## src/rtl/xphy_train_arb_if.sv

```systemverilog
// Host register-access port of the PHY training bus arbiter.
// Request is held until ack; ack, rddata and err arrive together.
interface xphy_train_arb_if;
  logic        host_req;
  logic        host_rnw;
  logic        host_drp;
  logic [20:0] host_addr;
  logic [15:0] host_wrdata;
  logic        host_ack;
  logic [15:0] host_rddata;
  logic        host_err;

  modport master (
    output host_req, host_rnw, host_drp,
    output host_addr, host_wrdata,
    input  host_ack, host_rddata, host_err
  );

  modport slave (
    input  host_req, host_rnw, host_drp,
    input  host_addr, host_wrdata,
    output host_ack, host_rddata, host_err
  );
endinterface

```

## src/rtl/xphy_train_arb.sv

```systemverilog
// Training (IPIF/DRP) bus arbiter: host bridge vs link-status poller.
// Poller, poll timer and arbitration exist only with XPHY_TRAIN_POLL_EN.
module xphy_train_arb #(
  parameter logic [20:0] C_POLL_ADDR   = 21'h030001,
  parameter logic [15:0] C_POLL_PERIOD = 16'd1000,
  parameter logic [15:0] C_ACK_TIMEOUT = 16'd256,
  parameter int          C_LINK_BIT    = 2
) (
  input  logic        clk156,
  input  logic        reset,
  input  logic        resetdone,
  xphy_train_arb_if.slave host,
  output logic        training_enable,
  output logic [20:0] training_addr,
  output logic        training_rnw,
  output logic [15:0] training_wrdata,
  output logic        training_ipif_cs,
  output logic        training_drp_cs,
  input  logic [15:0] training_rddata,
  input  logic        training_rdack,
  input  logic        training_wrack,
  output logic [15:0] poll_status,
  output logic        poll_valid,
  output logic        link_up
);

  typedef enum logic [1:0] {
    S_IDLE,
    S_BUS,
    S_RESP
  } state_t;

  state_t      state;
  logic [15:0] tmo_cnt;
  logic        last_host;
  logic        cur_poll;
  logic        poll_pend;
  logic        gnt_host;
  logic        gnt_poll;
  logic        ack_ok;
  logic        abort_now;
  logic        bus_done;

  always_comb begin
    gnt_host = 1'b0;
    gnt_poll = 1'b0;
    if (state == S_IDLE && resetdone) begin
      if (host.host_req && poll_pend) begin
        gnt_host = !last_host;
        gnt_poll = last_host;
      end else begin
        gnt_host = host.host_req;
        gnt_poll = poll_pend;
      end
    end
  end

  // the wrong-type ack never completes a transfer
  assign ack_ok = training_rnw ? training_rdack
                               : training_wrack;
  assign abort_now = !resetdone ||
    (!ack_ok && tmo_cnt == C_ACK_TIMEOUT - 16'd1);
  assign bus_done = (state == S_BUS) &&
    (ack_ok || abort_now);

  always_ff @(posedge clk156) begin
    if (reset) begin
      state            <= S_IDLE;
      tmo_cnt          <= '0;
      last_host        <= 1'b0;
      cur_poll         <= 1'b0;
      training_enable  <= 1'b0;
      training_addr    <= '0;
      training_rnw     <= 1'b1;
      training_wrdata  <= '0;
      training_ipif_cs <= 1'b0;
      training_drp_cs  <= 1'b0;
      host.host_ack    <= 1'b0;
      host.host_rddata <= '0;
      host.host_err    <= 1'b0;
    end else begin
      host.host_ack <= 1'b0;
      unique case (state)
        S_IDLE: begin
          if (gnt_host || gnt_poll) begin
            state           <= S_BUS;
            tmo_cnt         <= '0;
            last_host       <= gnt_host;
            cur_poll        <= gnt_poll;
            training_enable <= 1'b1;
            if (gnt_host) begin
              training_addr    <= host.host_addr;
              training_rnw     <= host.host_rnw;
              training_wrdata  <= host.host_wrdata;
              training_ipif_cs <= !host.host_drp;
              training_drp_cs  <= host.host_drp;
            end else begin
              training_addr    <= C_POLL_ADDR;
              training_rnw     <= 1'b1;
              training_wrdata  <= '0;
              training_ipif_cs <= 1'b1;
              training_drp_cs  <= 1'b0;
            end
          end
        end
        S_BUS: begin
          if (bus_done) begin
            state            <= S_RESP;
            training_enable  <= 1'b0;
            training_addr    <= '0;
            training_rnw     <= 1'b1;
            training_wrdata  <= '0;
            training_ipif_cs <= 1'b0;
            training_drp_cs  <= 1'b0;
            if (!cur_poll) begin
              host.host_ack <= 1'b1;
              host.host_err <= abort_now;
              if (abort_now)
                host.host_rddata <= 16'hFFFF;
              else if (training_rnw)
                host.host_rddata <= training_rddata;
              else
                host.host_rddata <= '0;
            end
          end else begin
            tmo_cnt <= tmo_cnt + 16'd1;
          end
        end
        S_RESP: state <= S_IDLE;
        default: state <= S_IDLE;
      endcase
    end
  end

`ifdef XPHY_TRAIN_POLL_EN
  logic [15:0] poll_cnt;

  // a wrap in the grant cycle re-arms the flag
  always_ff @(posedge clk156) begin
    if (reset || !resetdone) begin
      poll_cnt  <= '0;
      poll_pend <= 1'b0;
    end else if (poll_cnt == C_POLL_PERIOD - 16'd1) begin
      poll_cnt  <= '0;
      poll_pend <= 1'b1;
    end else begin
      poll_cnt <= poll_cnt + 16'd1;
      if (gnt_poll)
        poll_pend <= 1'b0;
    end
  end

  always_ff @(posedge clk156) begin
    if (reset) begin
      poll_status <= '0;
      poll_valid  <= 1'b0;
      link_up     <= 1'b0;
    end else begin
      poll_valid <= 1'b0;
      if (!resetdone)
        link_up <= 1'b0;
      if (bus_done && cur_poll) begin
        poll_valid <= 1'b1;
        if (abort_now) begin
          link_up <= 1'b0;
        end else begin
          poll_status <= training_rddata;
          link_up     <= training_rddata[C_LINK_BIT];
        end
      end
    end
  end
`else
  logic unused_cfg;

  assign poll_pend   = 1'b0;
  assign poll_status = '0;
  assign poll_valid  = 1'b0;
  assign link_up     = 1'b0;
  assign unused_cfg  = ^{C_POLL_PERIOD, C_LINK_BIT[3:0]};
`endif

endmodule
```

## src/flat_wrapper.sv

```systemverilog
// flat-port wrapper written by rule: the top's interface ports become plain ports
module xphy_train_arb_flat 
#(
  parameter logic [20:0] C_POLL_ADDR   = 21'h030001,
  parameter logic [15:0] C_POLL_PERIOD = 16'd1000,
  parameter logic [15:0] C_ACK_TIMEOUT = 16'd256,
  parameter int          C_LINK_BIT    = 2
)
  (clk156, reset, resetdone, training_enable, training_addr, training_rnw, training_wrdata, training_ipif_cs, training_drp_cs, training_rddata, training_rdack, training_wrack, poll_status, poll_valid, link_up, host_host_req, host_host_rnw, host_host_drp, host_host_addr, host_host_wrdata, host_host_ack, host_host_rddata, host_host_err);
  xphy_train_arb_if host_i ();
  input  logic clk156;
  input  logic reset;
  input  logic resetdone;
  output logic training_enable;
  output logic [20:0] training_addr;
  output logic training_rnw;
  output logic [15:0] training_wrdata;
  output logic training_ipif_cs;
  output logic training_drp_cs;
  input  logic [15:0] training_rddata;
  input  logic training_rdack;
  input  logic training_wrack;
  output logic [15:0] poll_status;
  output logic poll_valid;
  output logic link_up;
  input wire logic [$bits(host_i.host_req)-1:0] host_host_req;
  input wire logic [$bits(host_i.host_rnw)-1:0] host_host_rnw;
  input wire logic [$bits(host_i.host_drp)-1:0] host_host_drp;
  input wire logic [$bits(host_i.host_addr)-1:0] host_host_addr;
  input wire logic [$bits(host_i.host_wrdata)-1:0] host_host_wrdata;
  output wire logic [$bits(host_i.host_ack)-1:0] host_host_ack;
  output wire logic [$bits(host_i.host_rddata)-1:0] host_host_rddata;
  output wire logic [$bits(host_i.host_err)-1:0] host_host_err;
  assign host_i.host_req = host_host_req;
  assign host_i.host_rnw = host_host_rnw;
  assign host_i.host_drp = host_host_drp;
  assign host_i.host_addr = host_host_addr;
  assign host_i.host_wrdata = host_host_wrdata;
  assign host_host_ack = host_i.host_ack;
  assign host_host_rddata = host_i.host_rddata;
  assign host_host_err = host_i.host_err;
  xphy_train_arb #(.C_POLL_ADDR(C_POLL_ADDR), .C_POLL_PERIOD(C_POLL_PERIOD), .C_ACK_TIMEOUT(C_ACK_TIMEOUT), .C_LINK_BIT(C_LINK_BIT)) u_core (.clk156(clk156), .reset(reset), .resetdone(resetdone), .host(host_i), .training_enable(training_enable), .training_addr(training_addr), .training_rnw(training_rnw), .training_wrdata(training_wrdata), .training_ipif_cs(training_ipif_cs), .training_drp_cs(training_drp_cs), .training_rddata(training_rddata), .training_rdack(training_rdack), .training_wrack(training_wrack), .poll_status(poll_status), .poll_valid(poll_valid), .link_up(link_up));
endmodule
```

## config.mk

```make
export PLATFORM = sky130hd
export DESIGN_NAME = xphy_train_arb_flat
export DESIGN_NICKNAME = d
export VERILOG_FILES = /design/src/rtl/xphy_train_arb_if.sv /design/src/rtl/xphy_train_arb.sv /design/src/flat_wrapper.sv
export SDC_FILE = /design/constraint.sdc
export NUM_CORES = 1
export LEC_CHECK = 0
export BUFFER_PORTS_ARGS = -buffer_cell sky130_fd_sc_hd__buf_2
export CORE_ASPECT_RATIO = 0.6
export CORE_MARGIN = 2
export CORE_UTILIZATION = 45
export CTS_BUF_LIST = sky130_fd_sc_hd__clkbuf_8
export CTS_CLUSTER_SIZE = 12
export DETAILED_ROUTE_END_ITERATION = 7
export PLACE_DENSITY_LB_ADDON = 0.3
export SETUP_SLACK_MARGIN = 0.15
export SLEW_MARGIN = 20
export SYNTH_ARGS = -nofsm -noshare
export SYNTH_HDL_FRONTEND = slang
export SYNTH_SLANG_ARGS = --single-unit
```

## constraint.sdc

```tcl
create_clock -name clk156 -period 1.6 [get_ports clk156]
set_input_delay 0.24 -clock clk156 [delete_from_list [all_inputs] [get_ports clk156]]
set_output_delay 0.24 -clock clk156 [all_outputs]
set_load 0.03 [all_outputs]
```

==> run_results.csv, run 1 <==
group,metric,value,unit
run_status,outcome,"finished, violations left",
run_status,violations,"negative setup slack",
synth,seq_area_frac_synth,0.438,
synth,synth-xor-area-share,0,
worst_setup_path,slowest_stage,"nor4_4",
clocking,cts.root.buffer_cell,"clkbuf_8",
worst_setup_path,worstPathCellList,"nor4_4 -> nand4_1 -> a21oi_4 -> buf_6 -> clkbuf_16 -> nor4_2",
synth,synth-edff-count,0,
finish,final_nets,608,
floorplanning,initial_core_util,0.475,
floorplanning,die_x,118,um
worst_setup_path,critPathTopFamily,"simple AND/OR/NAND/NOR gates",
pwr,p_sw,1.36,mW
pwr,p_leak,2.15,nW
global_route,grt_usage,0.235,
synth,synth_top_area_cell,"dfxtp_1",
timing,tns,-1.91,ns
timing,skew,0.00459,ns
synth,synthTopCellsByArea,"dfxtp_1 (44%), nor2_1 (8.7%), nor4_2 (6.4%)",
placed_design,post-place-ws,-0.0680,ns
clocking,holdBufCountCts,0,
min_path,hold_start,"host_host_drp",
synth,synth_top_family_by_area,"simple AND/OR/NAND/NOR gates",
pwr,p_int,3.30,mW
drt,firstDrtPassIters,5,
clocking,htreeDepth,3,
synth,synthMuxAreaShare,0.0153,
worst_setup_path,cpPeakStageDelay,0.35,ns
clocking,cts_tree,"built",
placed_design,numPortBuffers,119,
drt,num_vias,3530,
worst_setup_path,reg2regPathDepth,6,
drt,drc,0,
synth,synth_area,0.00352,mm^2
synth,ys_seq_elements,77,
clocking,path_clk_slew,0.08,ns
placed_design,dp_cells,627,
worst_setup_path,arrival,1.90,ns
timing,finalCriticalPeriod,1.67,ns
clocking,ctsLongestPathBuffers,2,
floorplanning,rows,24,
floorplanning,core_area,0.00742,mm^2
pwr,pwr-share-seq,0.443,
clocking,clock-sinks,77,
synth,synth_compound_area_frac,0.130,
global_route,grt-ovfl-total,0,
worst_setup_path,critical_path_required,1.83,ns
timing,report.final.hold_viol_count,0,
synth,synth_warnings,0,
placed_design,place_hpwl,6450,um
synth,avgSynthCellArea,8.80,um^2
floorplanning,ios,138,
timing,maxClockFrequency,598,MHz
worst_setup_path,r2r_end,"u_core.training_addr[13]",
synth,synthDistinctLibCells,47,
timing,rsz0062_at_grt,"true",
min_path,min_path_cells,2,
synth,syn_inst,400,
synth,synthSimpleGateAreaFrac,0.322,
pwr,p_per_area,930,mW/mm^2
pwr,sw_frac_of_total,0.292,
pwr,clkPwrFrac,0.363,
drt,wirelength,10300,um
global_route,grt_max_degree,63,
synth,synth_ff_type,"dfxtp_1",
pwr,peakVddDrop,0.598,mV
timing,setup_ws,-0.0710,ns
finish,n_antenna_cell,0,
job,maxCapViolCount,0,
clocking,cts_made_buffers,9,
timing,fin_crit_sh,1.04,
drt,drt-initial-drc-count,226,
worst_setup_path,r2r-start,"u_core.tmo_cnt[10]",
finish,drive_gt1_frac,0.446,
synth,synth_top_area_frac,0.438,
finish,final_util,0.676,
floorplanning,die_h,72.5,um
min_path,min_to,"u_core.training_ipif_cs",
worst_setup_path,critPathLaunchType,"flip-flop",
placed_design,gp_congestion,0.893,
worst_setup_path,rrSetupSlack,-0.07,ns
drt,routedWlPerCell,15.7,um
global_route,grt_pass1_vias,3318,
worst_setup_path,cp.buffers_inverters,2,
synth,synth_fa_ha_area_frac,0.00355,
synth,async_flop_share,0,
global_route,grt_pass1_wl,16200,um
clocking,clock_latency,0.35,ns
finish,area_growth,42.4,%
worst_setup_path,startpoint,"u_core.tmo_cnt[10]",
drt,via_per_inst,5.39,
drt,postRouteAntennaNets,0,
pwr,combPwrFrac,0.194,
timing,finalSetupViolCount,64,
timing,slew_violations,0,
worst_setup_path,critPathKind,"reg2reg",
worst_setup_path,end_kind,"flip-flop",
finish,layoutNonFillerInstCount,655,
min_path,hold_class,"in2reg",
global_route,grt_antenna_before_repair,0,
worst_setup_path,path_max_fanout,4,
floorplanning,dieArea,0.00857,mm^2
timing,finalHoldWorstSlack,0.139,ns
[placed cells by master, fill, tap and decap left out, drive strengths merged, types with 2 or more instances in the layout]
| master | netlist | final |
|---|---|---|
| a21oi | 23 | 23 |
| a31oi | 13 | 13 |
| a41oi | 2 | 2 |
| and2 | 2 | 2 |
| and4 | 4 | 4 |
| buf | 29 | 166 |
| bufinv | 0 | 2 |
| clkbuf | 20 | 12 |
| conb | 1 | 18 |
| dfxtp | 77 | 77 |
| inv | 6 | 7 |
| mux2i | 3 | 3 |
| nand2 | 22 | 22 |
| nand2b | 7 | 7 |
| nand3 | 12 | 12 |
| nand4 | 6 | 6 |
| nor2 | 82 | 82 |
| nor2b | 2 | 2 |
| nor3 | 3 | 3 |
| nor4 | 43 | 43 |
| o211ai | 3 | 3 |
| o21a | 17 | 17 |
| o21ai | 3 | 3 |
| o221ai | 2 | 2 |
| or3 | 3 | 3 |
[worst max path at each step]
| stage | endpoint | slack (ns) | cells after the start |
|---|---|---|---|
| 3_3_place_gp | u_core.training_enable | -0.05 | 5 |
| 3_5_place_dp | u_core.training_enable | -0.07 | 5 |
| 6_report | u_core.training_addr[13] | -0.07 | 6 |
| 4_1_cts | u_core.training_addr[13] | -0.04 | 6 |
| 2_1_floorplan | u_core.training_rnw | -0.08 | 7 |
| 5_1_grt | u_core.training_enable | -0.12 | 6 |
[power by group through the flow]
stage	combinational [mW]	clock (mW)	sequential [mW]
floorplan	0.413	0	2.30
global placement	0.810	0	2.11
detailed placement	0.825	0	2.11
CTS	0.876	1.72	2.07
global route	0.967	1.81	2.08
finish	0.905	1.69	2.07
[cell type report]
| class | count | area, um^2 |
|---|---|---|
| fill | 589 | 2400 |
| multi-input combinational | 285 | 1970 |
| inverter | 6 | 22.5 |
| tap | 104 | 130 |
| clock buffer | 11 | 151 |
| sequential | 77 | 1550 |
| clock inverter | 5 | 81.3 |
| timing repair buffer | 167 | 1110 |
[per-layer routing]
layer	global-route usage	up-vias	wire, um
li1	-	1681	-
met1	0.303	1677	4480
met2	0.383	157	4870
met3	0.0676	15	833
met4	0.0790	0	125
met5	0	-	0
[worst reg2reg max path, cell delays in order (launching register included)]
cell,delay (ns)
dfxtp_2,0.34
nor4_4,0.35
nand4_1,0.25
a21oi_4,0.23
buf_6,0.18
clkbuf_16,0.17
nor4_2,0.04
[flip-flops by register name, indices dropped and copies added (netlist names)]
signal	count
u_core.host.host_rddata	16
u_core.training_drp_cs	1
u_core.tmo_cnt	16
u_core.training_wrdata	16
u_core.training_rnw	1
u_core.state	2
u_core.host.host_ack	1
u_core.host.host_err	1
u_core.training_enable	1
u_core.training_addr	21
u_core.training_ipif_cs	1
[Yosys cell counts, drive strengths merged (7+ instances only)]
cell	instances
a21oi	23
o21a	17
nand2	22
nand2b	7
nand3	12
clkbuf	20
buf	29
nor4	43
dfxtp	77
a31oi	13
nor2	82
[logic make-up (layout without fill, tap and decap cells)]
family / after synthesis / count (layout)
fa+ha+maj: 1 / 1
mux: 4 / 4
other cells: 1 / 18
flops: 77 / 77
buf+inv: 55 / 189
simple gates: 192 / 192
compound gates: 70 / 70
[what timing repair did]
action                                  CTS  global route
pin swaps                                15             7
gates cloned                              3             1
endpoints found under the setup margin   76            78
buffers inserted                          6             2
gates resized for setup                  34            17
[through the flow]
stage	cell area [um^2]	power, mW
CTS	4860	4.66
floorplan	3640	2.71
global placement	4370	2.92
global route	5010	4.86
detailed placement	4370	2.93
finish	5010	4.66
No activity file was read; power rests on OpenSTA's default activity.
==> inputs of run 2 (changes only) <==
--- a/config.mk
+++ b/config.mk
@@ -18,3 +18,4 @@
 export SYNTH_ARGS = -nofsm -noshare
 export SYNTH_HDL_FRONTEND = slang
 export SYNTH_SLANG_ARGS = --single-unit
+export TNS_END_PERCENT = 5
==> run 2 against run 1 <==
  * The flow still finishes with violations (negative setup slack)
  * Worst setup slack worse by 0.021 ns
  * Sequential power about the same
  * Combinational power down 5.6%
  * Power down 2.8%
  * Die area unchanged
  * Worst hold slack worse by 0.050 ns
  * Clock skew up 0.0026 ns
  * Largest power group unchanged
==> run_results.csv, run 2 (synthesis results as in run 1) <==
group,metric,value,unit
pwr,peakVddDrop,0.590,mV
clocking,cts.root.buffer_cell,"clkbuf_8",
drt,firstDrtPassIters,6,
timing,rsz0062_at_grt,"true",
finish,largest_reg_flops,21,
finish,top_register,"u_core.training_addr",
floorplanning,rows,24,
global_route,grt_pass1_vias,3319,
timing,slew_violations,0,
drt,via_per_inst,5.30,
floorplanning,dieArea,0.00857,mm^2
clocking,clock_latency,0.36,ns
min_path,hold_class,"in2reg",
drt,wirelength,9810,um
finish,final_common_cell,"buf_2",
worst_setup_path,arrival,1.92,ns
drt,num_vias,3436,
timing,maxClockFrequency,591,MHz
global_route,grt_antenna_before_repair,0,
worst_setup_path,path_max_fanout,19,
finish,fillCellCount,659,
drt,drt-initial-drc-count,230,
timing,setup_ws,-0.0915,ns
worst_setup_path,slowest_stage,"dfxtp_2",
worst_setup_path,cp.buffers_inverters,2,
global_route,grt-ovfl-total,0,
timing,finalHoldWorstSlack,0.0891,ns
worst_setup_path,worstPathCellList,"nor4_4 -> nand4_1 -> a21oi_4 -> buf_12 -> clkbuf_16 -> nor4_2",
worst_setup_path,critPathKind,"reg2reg",
floorplanning,die_h,72.5,um
worst_setup_path,critical_path_required,1.83,ns
worst_setup_path,end_kind,"flip-flop",
finish,drive_gt1_frac,0.414,
worst_setup_path,cpPeakStageDelay,0.34,ns
clocking,holdBufCountCts,0,
timing,finalCriticalPeriod,1.69,ns
floorplanning,die_x,118,um
finish,final_cell_mix,"buf_2 (118), nor2_1 (82), dfxtp_1 (71)",
drt,drc,0,
run_status,violations,"negative setup slack",
drt,routedWlPerCell,15.1,um
finish,area_growth,35.0,%
timing,finalSetupViolCount,53,
clocking,path_clk_slew,0.08,ns
run_status,outcome,"finished, violations left",
drt,postRouteAntennaNets,0,
pwr,p_leak,2.07,nW
timing,skew,0.00718,ns
clocking,htreeDepth,3,
clocking,clock-sinks,77,
floorplanning,ios,138,
floorplanning,core_area,0.00742,mm^2
global_route,grt_usage,0.232,
placed_design,place_hpwl,6680,um
clocking,cts_tree,"built",
timing,report.final.hold_viol_count,0,
timing,fin_crit_sh,1.06,
finish,n_antenna_cell,0,
worst_setup_path,critPathLaunchType,"flip-flop",
global_route,grt_max_degree,42,
placed_design,gp_congestion,0.945,
placed_design,numPortBuffers,119,
global_route,grt_pass1_wl,15800,um
finish,final_nets,602,
pwr,p_per_area,953,mW/mm^2
job,maxCapViolCount,0,
floorplanning,initial_core_util,0.475,
clocking,cts_made_buffers,9,
clocking,ctsLongestPathBuffers,2,
finish,final_util,0.641,
worst_setup_path,critPathTopFamily,"simple AND/OR/NAND/NOR gates",
[run 2: path summary, 6_finish.rpt]
check                            start                 endpoint  slack [ns]  cells past startpoint
hold reg to reg   u_core.host.host_err     u_core.host.host_err        0.47                      1
setup reg to reg    u_core.tmo_cnt[10]  u_core.training_addr[6]       -0.09                      6
hold / removal           host_host_drp  u_core.training_ipif_cs        0.09                      2
setup / recovery    u_core.tmo_cnt[10]  u_core.training_addr[6]       -0.09                      6
[run 2: final cells by class]
| cell class | instances | area [um^2] | area share |
|---|---|---|---|
| Clock buffer | 10 | 138 | 0.0289 |
| Clock inverter | 5 | 76.3 | 0.0161 |
| Inverter | 6 | 22.5 | 0.00474 |
| Multi-Input combinational cell | 285 | 1830 | 0.385 |
| Sequential cell | 77 | 1550 | 0.326 |
| Tap cell | 104 | 130 | 0.0274 |
| Timing Repair Buffer | 161 | 1000 | 0.211 |
[run 2: repair_timing]
action	in CTS	in global routing
setup buffers	1	1
pin swaps	9	3
endpoints found under the setup margin	78	78
resized for setup	15	8
endpoints found under the hold margin	0	0
gates cloned	1	1
[run 2: metrics by stage]
stage	power (mW)	instance area (um^2)	TNS (ns)	setup WS [ns]	std cells
global placement	2.92	4380	-1.66	-0.0566	629
global route	4.71	4750	-8.28	-0.168	648
floorplan	2.71	3620	-1.03	-0.0804	417
finish	4.53	4750	-2.67	-0.0915	648
CTS	4.56	4670	-1.37	-0.0637	646
detailed placement	2.93	4380	-4.91	-0.119	629
[run 2: metal layers]
layer / part of all wire / track usage / wire (um)
met1: 0.45 / 0.296 / 4380
met2: 0.45 / 0.361 / 4400
met3: 0.094 / 0.0841 / 918
met4: 0.012 / 0.0910 / 113
met5: 0 / 0 / 0
[run 2: power by group]
| group | internal, mW | total [mW] | switching [mW] |
|---|---|---|---|
| Combinational | 0.293 | 0.854 | 0.561 |
| Sequential | 2.02 | 2.07 | 0.0520 |
| Clock | 0.904 | 1.61 | 0.707 |
==> inputs of run 3 (changes only) <==
--- a/config.mk
+++ b/config.mk
@@ -13,6 +13,7 @@
 export CTS_CLUSTER_SIZE = 12
 export DETAILED_ROUTE_END_ITERATION = 7
 export PLACE_DENSITY_LB_ADDON = 0.3
+export RECOVER_POWER = 50
 export SETUP_SLACK_MARGIN = 0.15
 export SLEW_MARGIN = 20
 export SYNTH_ARGS = -nofsm -noshare
==> run 3 against run 2 <==
  * The flow still finishes with violations (negative setup slack)
  * Non-clock buffer count unchanged
  * Final area decreased by 0.82%
  * Flip-flop and latch count unchanged
  * Worst setup slack got worse by 0.015 ns
  * Highest routed layer unchanged
==> run_results.csv, run 3 (synthesis results as in run 1) <==
group,metric,value,unit
pwr,peakVddDrop,0.590,mV
floorplanning,initial_core_util,0.475,
timing,fin_crit_sh,1.07,
timing,rsz0062_at_grt,"true",
finish,drive_gt1_frac,0.357,
timing,finalHoldWorstSlack,0.0886,ns
placed_design,gp_congestion,0.945,
worst_setup_path,path_max_fanout,19,
finish,n_antenna_cell,0,
drt,routedWlPerCell,15.1,um
timing,setup_ws,-0.107,ns
worst_setup_path,cpPeakStageDelay,0.35,ns
global_route,grt-ovfl-total,0,
finish,top_register,"u_core.training_addr",
global_route,grt_max_degree,42,
clocking,htreeDepth,3,
worst_setup_path,critPathTopFamily,"simple AND/OR/NAND/NOR gates",
drt,via_per_inst,5.28,
drt,firstDrtPassIters,6,
worst_setup_path,critical_path_required,1.83,ns
clocking,cts_tree,"built",
worst_setup_path,critPathLaunchType,"flip-flop",
run_status,violations,"negative setup slack",
clocking,ctsLongestPathBuffers,2,
global_route,grt_usage,0.232,
placed_design,place_hpwl,6680,um
timing,finalCriticalPeriod,1.71,ns
drt,drt-initial-drc-count,243,
placed_design,placed_area,0.00438,mm^2
placed_design,dp_cells,629,
timing,slew_violations,0,
floorplanning,ios,138,
worst_setup_path,worstPathCellList,"nor4_4 -> nand4_1 -> a21oi_4 -> buf_12 -> clkbuf_16 -> nor4_2",
worst_setup_path,arrival,1.94,ns
placed_design,numPortBuffers,119,
finish,largest_reg_flops,21,
drt,drc,0,
floorplanning,core_area,0.00742,mm^2
global_route,grt_pass1_vias,3319,
clocking,cts.root.buffer_cell,"clkbuf_8",
floorplanning,rows,24,
clocking,clock-sinks,77,
finish,final_nets,602,
clocking,clock_latency,0.36,ns
min_path,hold_class,"in2reg",
drt,postRouteAntennaNets,0,
run_status,outcome,"finished, violations left",
global_route,grt_pass1_wl,15800,um
finish,final_cell_mix,"buf_2 (87), nor2_1 (82), dfxtp_1 (71)",
worst_setup_path,end_kind,"flip-flop",
finish,area_growth,33.9,%
clocking,path_clk_slew,0.08,ns
worst_setup_path,critPathKind,"reg2reg",
pwr,p_total,4.51,mW
finish,layoutNonFillerInstCount,648,
global_route,grt_antenna_before_repair,0,
worst_setup_path,slowest_stage,"nor4_4",
worst_setup_path,cp.buffers_inverters,2,
timing,finalSetupViolCount,63,
finish,final_cell_area,0.00472,mm^2
clocking,cts_made_buffers,9,
pwr,p_leak,1.94,nW
floorplanning,die_h,72.5,um
timing,skew,0.00832,ns
floorplanning,dieArea,0.00857,mm^2
drt,num_vias,3422,
job,maxCapViolCount,0,
drt,wirelength,9810,um
pwr,p_per_area,957,mW/mm^2
timing,maxClockFrequency,586,MHz
finish,final_common_cell,"buf_2",
timing,report.final.hold_viol_count,0,
floorplanning,die_x,118,um
[run 3: layout make-up]
class / instances / area (um^2)
fill: 676 / 2700
multi-input combinational: 285 / 1830
sequential: 77 / 1550
timing repair buffer: 161 / 966
clock buffer: 10 / 138
tap: 104 / 130
clock inverter: 5 / 76.3
inverter: 6 / 22.5
[run 3: worst reg2reg max path: stages, from the launching register on]
cell and delay, ns:
dfxtp_2 0.34, nor4_4 0.35, nand4_1 0.27, a21oi_4 0.22
buf_12 0.13, clkbuf_16 0.21, nor4_2 0.06
[run 3: through the flow]
step	util	TNS, ns	setup slack, ns
floorplan	-	-1.03	-0.0804
global placement	0.590	-1.66	-0.0566
detailed placement	0.590	-4.91	-0.119
CTS	0.629	-1.37	-0.0637
global route	0.636	-8.28	-0.168
finish	0.636	-3.47	-0.107
[run 3: worst paths after layout]
check | slack, ns | endpoint | startpoint | cells past startpoint
worst max-delay path | -0.11 | u_core.training_addr[9] | u_core.tmo_cnt[10] | 6
worst min-delay path | 0.09 | u_core.training_ipif_cs | host_host_drp | 2
worst max register to register | -0.11 | u_core.training_addr[9] | u_core.tmo_cnt[10] | 6
worst min register to register | 0.47 | u_core.host.host_err | u_core.host.host_err | 1
[run 3: repair_timing]
action,CTS,global route
endpoints found under the setup margin,78,78
gates cloned,1,1
pin swaps,9,3
hold buffers,0,0
setup buffers,1,1
resized for setup,15,8
[run 3: metal layers]
| metal | track usage | vias up | routed length [um] |
|---|---|---|---|
| li1 | - | 1675 | - |
| met1 | 0.296 | 1573 | 4380 |
| met2 | 0.361 | 162 | 4350 |
| met3 | 0.0841 | 12 | 980 |
| met4 | 0.0910 | 0 | 96 |
| met5 | 0 | - | 0 |
[run 3: where the power goes]
part / switching (mW) / leakage [nW] / internal [mW]
clock: 0.702 / 0.110 / 0.904
sequential: 0.0533 / 0.631 / 2.02
combinational: 0.561 / 1.20 / 0.279
